**src/rtl/input_conditioner.sv**
```systemverilog
// Multi-channel conditioner for async board inputs: synchronise, debounce on a shared
// sample tick, then derive level, press/release edges, long-press and optional auto-repeat.
module input_conditioner #(
    parameter int unsigned      WIDTH          = 4,
    parameter int unsigned      SYNC_STAGES    = 2,
    parameter int unsigned      SAMPLE_CNT_MAX = 40000,
    parameter int unsigned      PULSE_CNT_MAX  = 200,
    parameter int unsigned      LONG_CNT       = 2000,
    parameter int unsigned      REPEAT_CNT     = 200,
    parameter logic [WIDTH-1:0] REPEAT_EN      = '0
) (
    input  logic             clk,
    input  logic             rst_n,
    input  logic [WIDTH-1:0] in,
    output logic [WIDTH-1:0] level,
    output logic [WIDTH-1:0] press,
    output logic [WIDTH-1:0] release_pulse,
    output logic [WIDTH-1:0] long_press
);

    localparam int unsigned TICK_W = $clog2(SAMPLE_CNT_MAX + 1);
    localparam int unsigned DEB_W  = $clog2(PULSE_CNT_MAX + 1);
    localparam int unsigned HOLD_W = $clog2(LONG_CNT + 1);
    localparam int unsigned REP_W  = $clog2(REPEAT_CNT + 1);

    typedef enum logic {
        HELD_SHORT = 1'b0,
        HELD_LONG  = 1'b1
    } hold_state_e;

    logic [WIDTH-1:0]  sync_q [SYNC_STAGES];
    logic [WIDTH-1:0]  s;
    logic [TICK_W-1:0] tick_cnt_q;
    logic              tick;
    logic [WIDTH-1:0]  level_d;
    logic [WIDTH-1:0]  press_d;
    logic [WIDTH-1:0]  release_d;
    logic [WIDTH-1:0]  long_d;

    // Per-bit synchroniser chain
    always_ff @(posedge clk or negedge rst_n) begin
        if (!rst_n) begin
            for (int unsigned k = 0; k < SYNC_STAGES; k++) begin
                sync_q[k] <= '0;
            end
        end else begin
            sync_q[0] <= in;
            for (int unsigned k = 1; k < SYNC_STAGES; k++) begin
                sync_q[k] <= sync_q[k-1];
            end
        end
    end

    assign s = sync_q[SYNC_STAGES-1];

    // Shared sample-tick divider
    assign tick = (tick_cnt_q == TICK_W'(SAMPLE_CNT_MAX - 1));

    always_ff @(posedge clk or negedge rst_n) begin
        if (!rst_n) begin
            tick_cnt_q <= '0;
        end else if (tick) begin
            tick_cnt_q <= '0;
        end else begin
            tick_cnt_q <= tick_cnt_q + 1'b1;
        end
    end

    for (genvar i = 0; i < WIDTH; i++) begin : g_ch
        logic [DEB_W-1:0]  deb_q;
        logic [DEB_W-1:0]  deb_d;
        hold_state_e       state_q;
        hold_state_e       state_d;
        logic [HOLD_W-1:0] hold_q;
        logic [HOLD_W-1:0] hold_d;
        logic [REP_W-1:0]  rep_q;
        logic [REP_W-1:0]  rep_d;
        logic              long_hit;
        logic              rep_fire;

        // Debounce: count consecutive high ticks, clear on any low tick
        always_comb begin
            deb_d = deb_q;
            if (tick) begin
                if (!s[i]) begin
                    deb_d = '0;
                end else if (deb_q != DEB_W'(PULSE_CNT_MAX)) begin
                    deb_d = deb_q + 1'b1;
                end
            end
        end

        // Hold classification: short hold until LONG_CNT ticks, then optional repeats
        always_comb begin
            state_d  = state_q;
            hold_d   = hold_q;
            rep_d    = rep_q;
            long_hit = 1'b0;
            rep_fire = 1'b0;
            if (!level[i]) begin
                state_d = HELD_SHORT;
                hold_d  = '0;
                rep_d   = '0;
            end else if (tick) begin
                case (state_q)
                    HELD_SHORT: begin
                        hold_d = hold_q + 1'b1;
                        if (hold_q == HOLD_W'(LONG_CNT - 1)) begin
                            long_hit = 1'b1;
                            state_d  = HELD_LONG;
                            rep_d    = '0;
                        end
                    end
                    HELD_LONG: begin
                        if (REPEAT_EN[i]) begin
                            if (rep_q == REP_W'(REPEAT_CNT - 1)) begin
                                rep_d    = '0;
                                rep_fire = 1'b1;
                            end else begin
                                rep_d = rep_q + 1'b1;
                            end
                        end
                    end
                endcase
            end
        end

        always_ff @(posedge clk or negedge rst_n) begin
            if (!rst_n) begin
                deb_q   <= '0;
                state_q <= HELD_SHORT;
                hold_q  <= '0;
                rep_q   <= '0;
            end else begin
                deb_q   <= deb_d;
                state_q <= state_d;
                hold_q  <= hold_d;
                rep_q   <= rep_d;
            end
        end

        // A release on the same tick suppresses any repeat or long-press event
        assign level_d[i]   = (deb_d == DEB_W'(PULSE_CNT_MAX));
        assign release_d[i] = level[i] & ~level_d[i];
        assign press_d[i]   = level_d[i] & (~level[i] | rep_fire);
        assign long_d[i]    = long_hit & level_d[i];
    end

    // Registered outputs
    always_ff @(posedge clk or negedge rst_n) begin
        if (!rst_n) begin
            level         <= '0;
            press         <= '0;
            release_pulse <= '0;
            long_press    <= '0;
        end else begin
            level         <= level_d;
            press         <= press_d;
            release_pulse <= release_d;
            long_press    <= long_d;
        end
    end

endmodule

```
**config.mk**
```make
export PLATFORM = sky130hd
export DESIGN_NAME = input_conditioner
export DESIGN_NICKNAME = d
export VERILOG_FILES = /design/src/rtl/input_conditioner.sv
export SDC_FILE = /design/constraint.sdc
export NUM_CORES = 1
export LEC_CHECK = 0
export BUFFER_PORTS_ARGS = -buffer_cell sky130_fd_sc_hd__buf_2
export CELL_PAD_IN_SITES_DETAIL_PLACEMENT = 1
export CELL_PAD_IN_SITES_GLOBAL_PLACEMENT = 2
export CORE_UTILIZATION = 44
export DETAILED_ROUTE_END_ITERATION = 8
export PLACE_DENSITY = 0.95
export SKIP_LAST_GASP = 1
export SYNTH_ARGS = -nofsm -noshare
export SYNTH_HDL_FRONTEND = slang
export SYNTH_SLANG_ARGS = --single-unit
```
**constraint.sdc**
```tcl
create_clock -name clk -period 6.7 [get_ports clk]
set_input_delay 0.335 -clock clk [delete_from_list [all_inputs] [get_ports clk]]
set_output_delay 0.335 -clock clk [all_outputs]
set_load 0.01 [all_outputs]
```
; ---- Word-level counts from Yosys, hierarchy flattened
; Index checks and enable logic that the tools add are counted.
; W data, S select, Z words.
[word_totals]
register_bits = 120
in_bits = 6
[classes]
addsub = 9
eq_ne = 21
n_mux = 53
bitwise_logic = 20
n_reduce_logical = 4
[ops]
columns = op, n
row1 = $mux W11, 12
row2 = $mux W8, 12
row3 = $add A11 B1 Y11 const B, 4
row4 = $eq A11 B11 Y1 const B, 4
row5 = $add A8 B1 Y8 const B, 4
row6 = $eq A8 B8 Y1 const B, 4
row7 = $ne A8 B8 Y1 const B, 4
row8 = $mux W1, 28
row9 = $add A16 B1 Y16 const B, 1
row10 = $eq A16 B16 Y1 const B, 1
row11 = $mux W16, 1
row12 = $and A1 B1 Y1, 12
row13 = $ne A2 B1 Y1 const B, 4
row14 = $ne A2 B2 Y1 const B, 4
row15 = $not A1 Y1, 8
row16 = $reduce_and A2 Y1, 4

; ---- Longest topological paths before layout
[logic_depth]
depth_word = 7
ltp_mapped = 10

; ---- Worst setup path before layout
; OpenSTA, ideal clock, no wires.
[synth_path]
path_kind = register -> register
start = register tick_cnt_q[0]
end = register long_press[2]
arrival_time_ns = 2.251
t_required_ns = 6.604
slack_ns = 4.353
path_stages_with_launch = 10
period_less_slack_ns = 2.347
cell_sequence = dfrtp_1 -> ha_1 -> and3_1 -> and4_1 -> buf_2 -> buf_2 -> a311oi_1 -> a21oi_1 -> or4b_4 -> nor4_2
[synth_via]
elab_chain_cells = 4
elab_cells_between_ends = 6
cone_classes = eq/ne: 2 / mux: 3 / bitwise: 1
[synth_rtl]
columns = item, line
row1 = from (decl), 33  ; logic [TICK_W-1:0] tick_cnt_q;
row2 = from (signal assigned), 65  ; tick_cnt_q <= tick_cnt_q + 1'b1;
row3 = $eq A16 B16 Y1 (*), 57  ; assign tick = (tick_cnt_q == TICK_W'(SAMPLE_CNT_MAX - 1));
row4 = $mux W8 or $mux W1 (tied branches), "84, 104"
row5 = $eq A8 B8 Y1 or $mux W1 (tied branches), "143, 100"
row6 = $and A1 B1 Y1 (*), 146  ; assign long_d[i] = long_hit & level_d[i];
row7 = net long_d[2], 38  ; logic [WIDTH-1:0] long_d;
row8 = to (signal assigned), 160  ; long_press <= long_d;
row9 = to (decl), 18  ; output logic [WIDTH-1:0] long_press
; Mark *: on every way through the listed nets, which the timed path passes. The rest lies on a longest branch.
; A chain may end at the register's enable or synchronous reset.

; ---- Worst setup path in the final report
[layout_path]
start = register tick_cnt_q[0]
end = register g_ch[1].hold_q[10]
[layout_via]
elab_chain_cells = 3
[layout_rtl]
columns = item, line
row1 = $eq A16 B16 Y1, 57
row2 = $ne A2 B1 Y1 (no line), n/a
row3 = $reduce_and A2 Y1 (no line), n/a
row4 = to (signal assigned), 137  ; hold_q <= hold_d;
row5 = to (decl), 74  ; logic [HOLD_W-1:0] hold_q;
; No other way between the ends.

==> results_dict.tcl <==
set metrics [dict create \
    status "finished, final reports clean" \
    switching_power_mw 0.351 \
    clockPowerShare_pct 56.9 \
    drv_cap 0 \
    cts_hold_buf 1 \
    slew_violations 0 \
    final_area_um2 7150 \
    num_antenna_cells 0 \
    numCtsBuffers 17 \
    setup_tns_ns 0 \
    p_per_area_nw_per_um2 244 \
    via_per_inst 5.78 \
    slew_headroom_pct 22.6 \
    synth_area_leaders "dfrtp_1, xnor2_1, and2_1" \
    ys.flop_type "dfrtp_1" \
    fp.dieW_um 121 \
    tightest_slew_ns 1.16 \
    yosysMostFrequentCell "dfrtp_1" \
    die_h_um 121 \
    crit_path_start "tick_cnt_q[0]" \
    worstSkewPairLatency_ns 0.42 \
    first_pass_iters 5 \
    clock-sinks 120 \
    num_rows 43 \
    ys_warn_count 0 \
    grt_max_degree 78 \
    peakVddDrop_mv 0.177 \
    cp_max_fo 20 \
    synth_area_um2 6230 \
    syn_area_per_cell_um2 9.89 \
    grt_pass1_wl_um 26500 \
    synth_top_area_share_pct 48.2 \
    finalNetCount 672 \
    drt_iter0_drc 279 \
    clock_path_buffers 2 \
    place_ws_ns 3.29 \
    place.port_buffers 21 \
    min_from "in[0]" \
    grt_pass1_vias 5354 \
    p_leak_nw 3.10 \
    cp_top_family "simple AND/OR/NAND/NOR gates" \
    period_minus_slack_ns 3.47 \
    synthesis.nets 649 \
    crit_chain "ha_1, and3_1, and4_1, nand2_1, buf_4, or3_1, or3_1, a21boi_0" \
    vias 4889 \
    grt_overflow 0 \
    syn_inst 630 \
    layout-drive-gt1-share_pct 12.2 \
    grt_util_all_layers_pct 23.1 \
    netSwitchingFraction_pct 20.1 \
    rsz0062_at_grt "no" \
    synthToLayoutAreaGrowth_pct 14.8 \
    synthDistinctLibCells 64 \
    seq_area_frac_synth_pct 48.2 \
    setup_viol 0 \
    postRouteAntennaNets 0 \
    endpoint_kind "register" \
    dpl.cell_count 813 \
    post_drt_wl_per_cell_um 18.0 \
    skew_ns 0.00595 \
    ys_seq_elements 120 \
    setup_ws_ns 3.23 \
    crit_path_frequent_cell "or3_1" \
    core_um2 13800 \
    synth-edff-count 0 \
    pin_count 22 \
    clk_pin_slew_ns 0.06 \
    critPathRequiredTime_ns 7.02 \
    min_path_type "in -> reg" \
    die_area_um2 14600 \
    h-tree-depth 4 \
    path_buf_inv 1 \
    period_share_pct 51.8 \
    cts_tree "done" \
    gp_congestion 0.824 \
    fin_cells 846 \
    yosysTopAreaCell "dfrtp_1" \
    crit_type "reg -> reg" \
    worst_path_max_delay_cell "nand2_1" \
    hold_viol 0 \
    slowest_delay_ns 0.57 \
    hpwl_um 10000 \
    antenna_found_initial 0 \
    utilization_pct 51.7 \
    cts_resized 0 \
    clock.fmax_mhz 288 \
    combinationalPowerShare_pct 1.1 \
    r2r_slack_ns 3.23 \
    initial_core_util_pct 45.1 \
    cp-start-kind "register" \
    cts_root_buf "clkbuf_16" \
    rr_startpoint "tick_cnt_q[0]" \
    place_area_um2 6490 \
    power_frac_seq_pct 42.0 \
    wirelength_um 15200 \
    async_flop_share_pct 100 \
    drc 0 \
    worstPathArrival_ns 3.80 \
    p_int_mw 1.39 \
    cts_setup_buffers 0 \
    synth_common_cells "dfrtp_1, nand2_1, and2_1" \
]
-- sequential cells by signal, summed over array words and instances (netlist names) --
register	count
g_ch.hold_q	44
g_ch.deb_q	32
tick_cnt_q	16
g_ch.state_q	4
level	4
long_press	4
press	4
release_pulse	4
s	4
sync_q	4
-- worst paths after layout --
path | to | cells after the start
worst max-delay path | g_ch[1].hold_q[10] | 8
worst min-delay path | sync_q[4] | 1
worst max register to register | g_ch[1].hold_q[10] | 8
worst min register to register | s[3] | 0
max in group asynchronous | g_ch[2].deb_q[6] | 3
min in group asynchronous | g_ch[2].hold_q[7] | 2
-- cells by family after synthesis --
group	Yosys count	share of synthesized area, %
AO/OA/AOI/OAI	109	12.1
AND/OR/NAND/NOR	289	26.1
multiplexers	5	0.803
adder cells (fa/ha/maj)	13	2.61
XOR/XNOR	51	7.17
buffers and inverters	43	3.01
flip-flops	120	48.2
-- area by class of cell --
class	instances	area, um2
Inverter	20	75.1
Clock buffer	22	484
Clock inverter	10	166
Multi-Input combinational cell	467	3050
Sequential cell	120	3000
Timing Repair Buffer	27	155
Fill cell	1530	6670
Tap cell	180	225
-- through the flow --
step | hold slack, ns | power (mW)
6_report | 0.0219 | 1.74
4_1_cts | 0.00226 | 1.77
2_1_floorplan | 0.0394 | 0.747
5_1_grt | 0.00562 | 1.80
3_3_place_gp | 0.335 | 0.764
3_5_place_dp | 0.336 | 0.765
-- cells in the final DEF (no fill, tap or decap), drive strengths merged, types with 8 or more instances in the layout --
cell type and count:
nand2 55, and2 43, ha 13, nor4 8, a22o 12, nand3 34, dfrtp 120, nand4 31
o31ai 12, nor2 27, inv 20, o21ai 39, nor3 24, xnor2 32, nor2b 15, buf 26
and3 13, or3 12, xor2 19, clkbuf 22, a21oi 8
-- worst register-to-register path, delay by kind of cell (launching register included) --
kind            cells  cell delay [ns]
compound gates      1             0.20
fa+ha+maj           1             0.20
flops               1             0.39
simple gates        5             2.19
buf+inv             1             0.41
-- power groups by stage --
stage                     clock network, mW  registers (mW)  logic [mW]
after global routing                   1.04           0.732      0.0243
after CTS                              1.02           0.732      0.0213
after floorplan                           0           0.741     0.00595
after detailed placement                  0           0.745      0.0207
final                                 0.992           0.732      0.0200
after global placement                    0           0.744      0.0199
-- layer usage --
metal	up-vias	routed length [um]	GRT usage, %	part of all wire [%]
met2	65	7970	39.8	52
met1	2489	6610	28.2	43
met5	-	0	0	0
li1	2310	-	-	-
met3	25	408	5.26	2.7
met4	0	233	7.79	1.5
No activity file was read; power rests on OpenSTA's default activity.
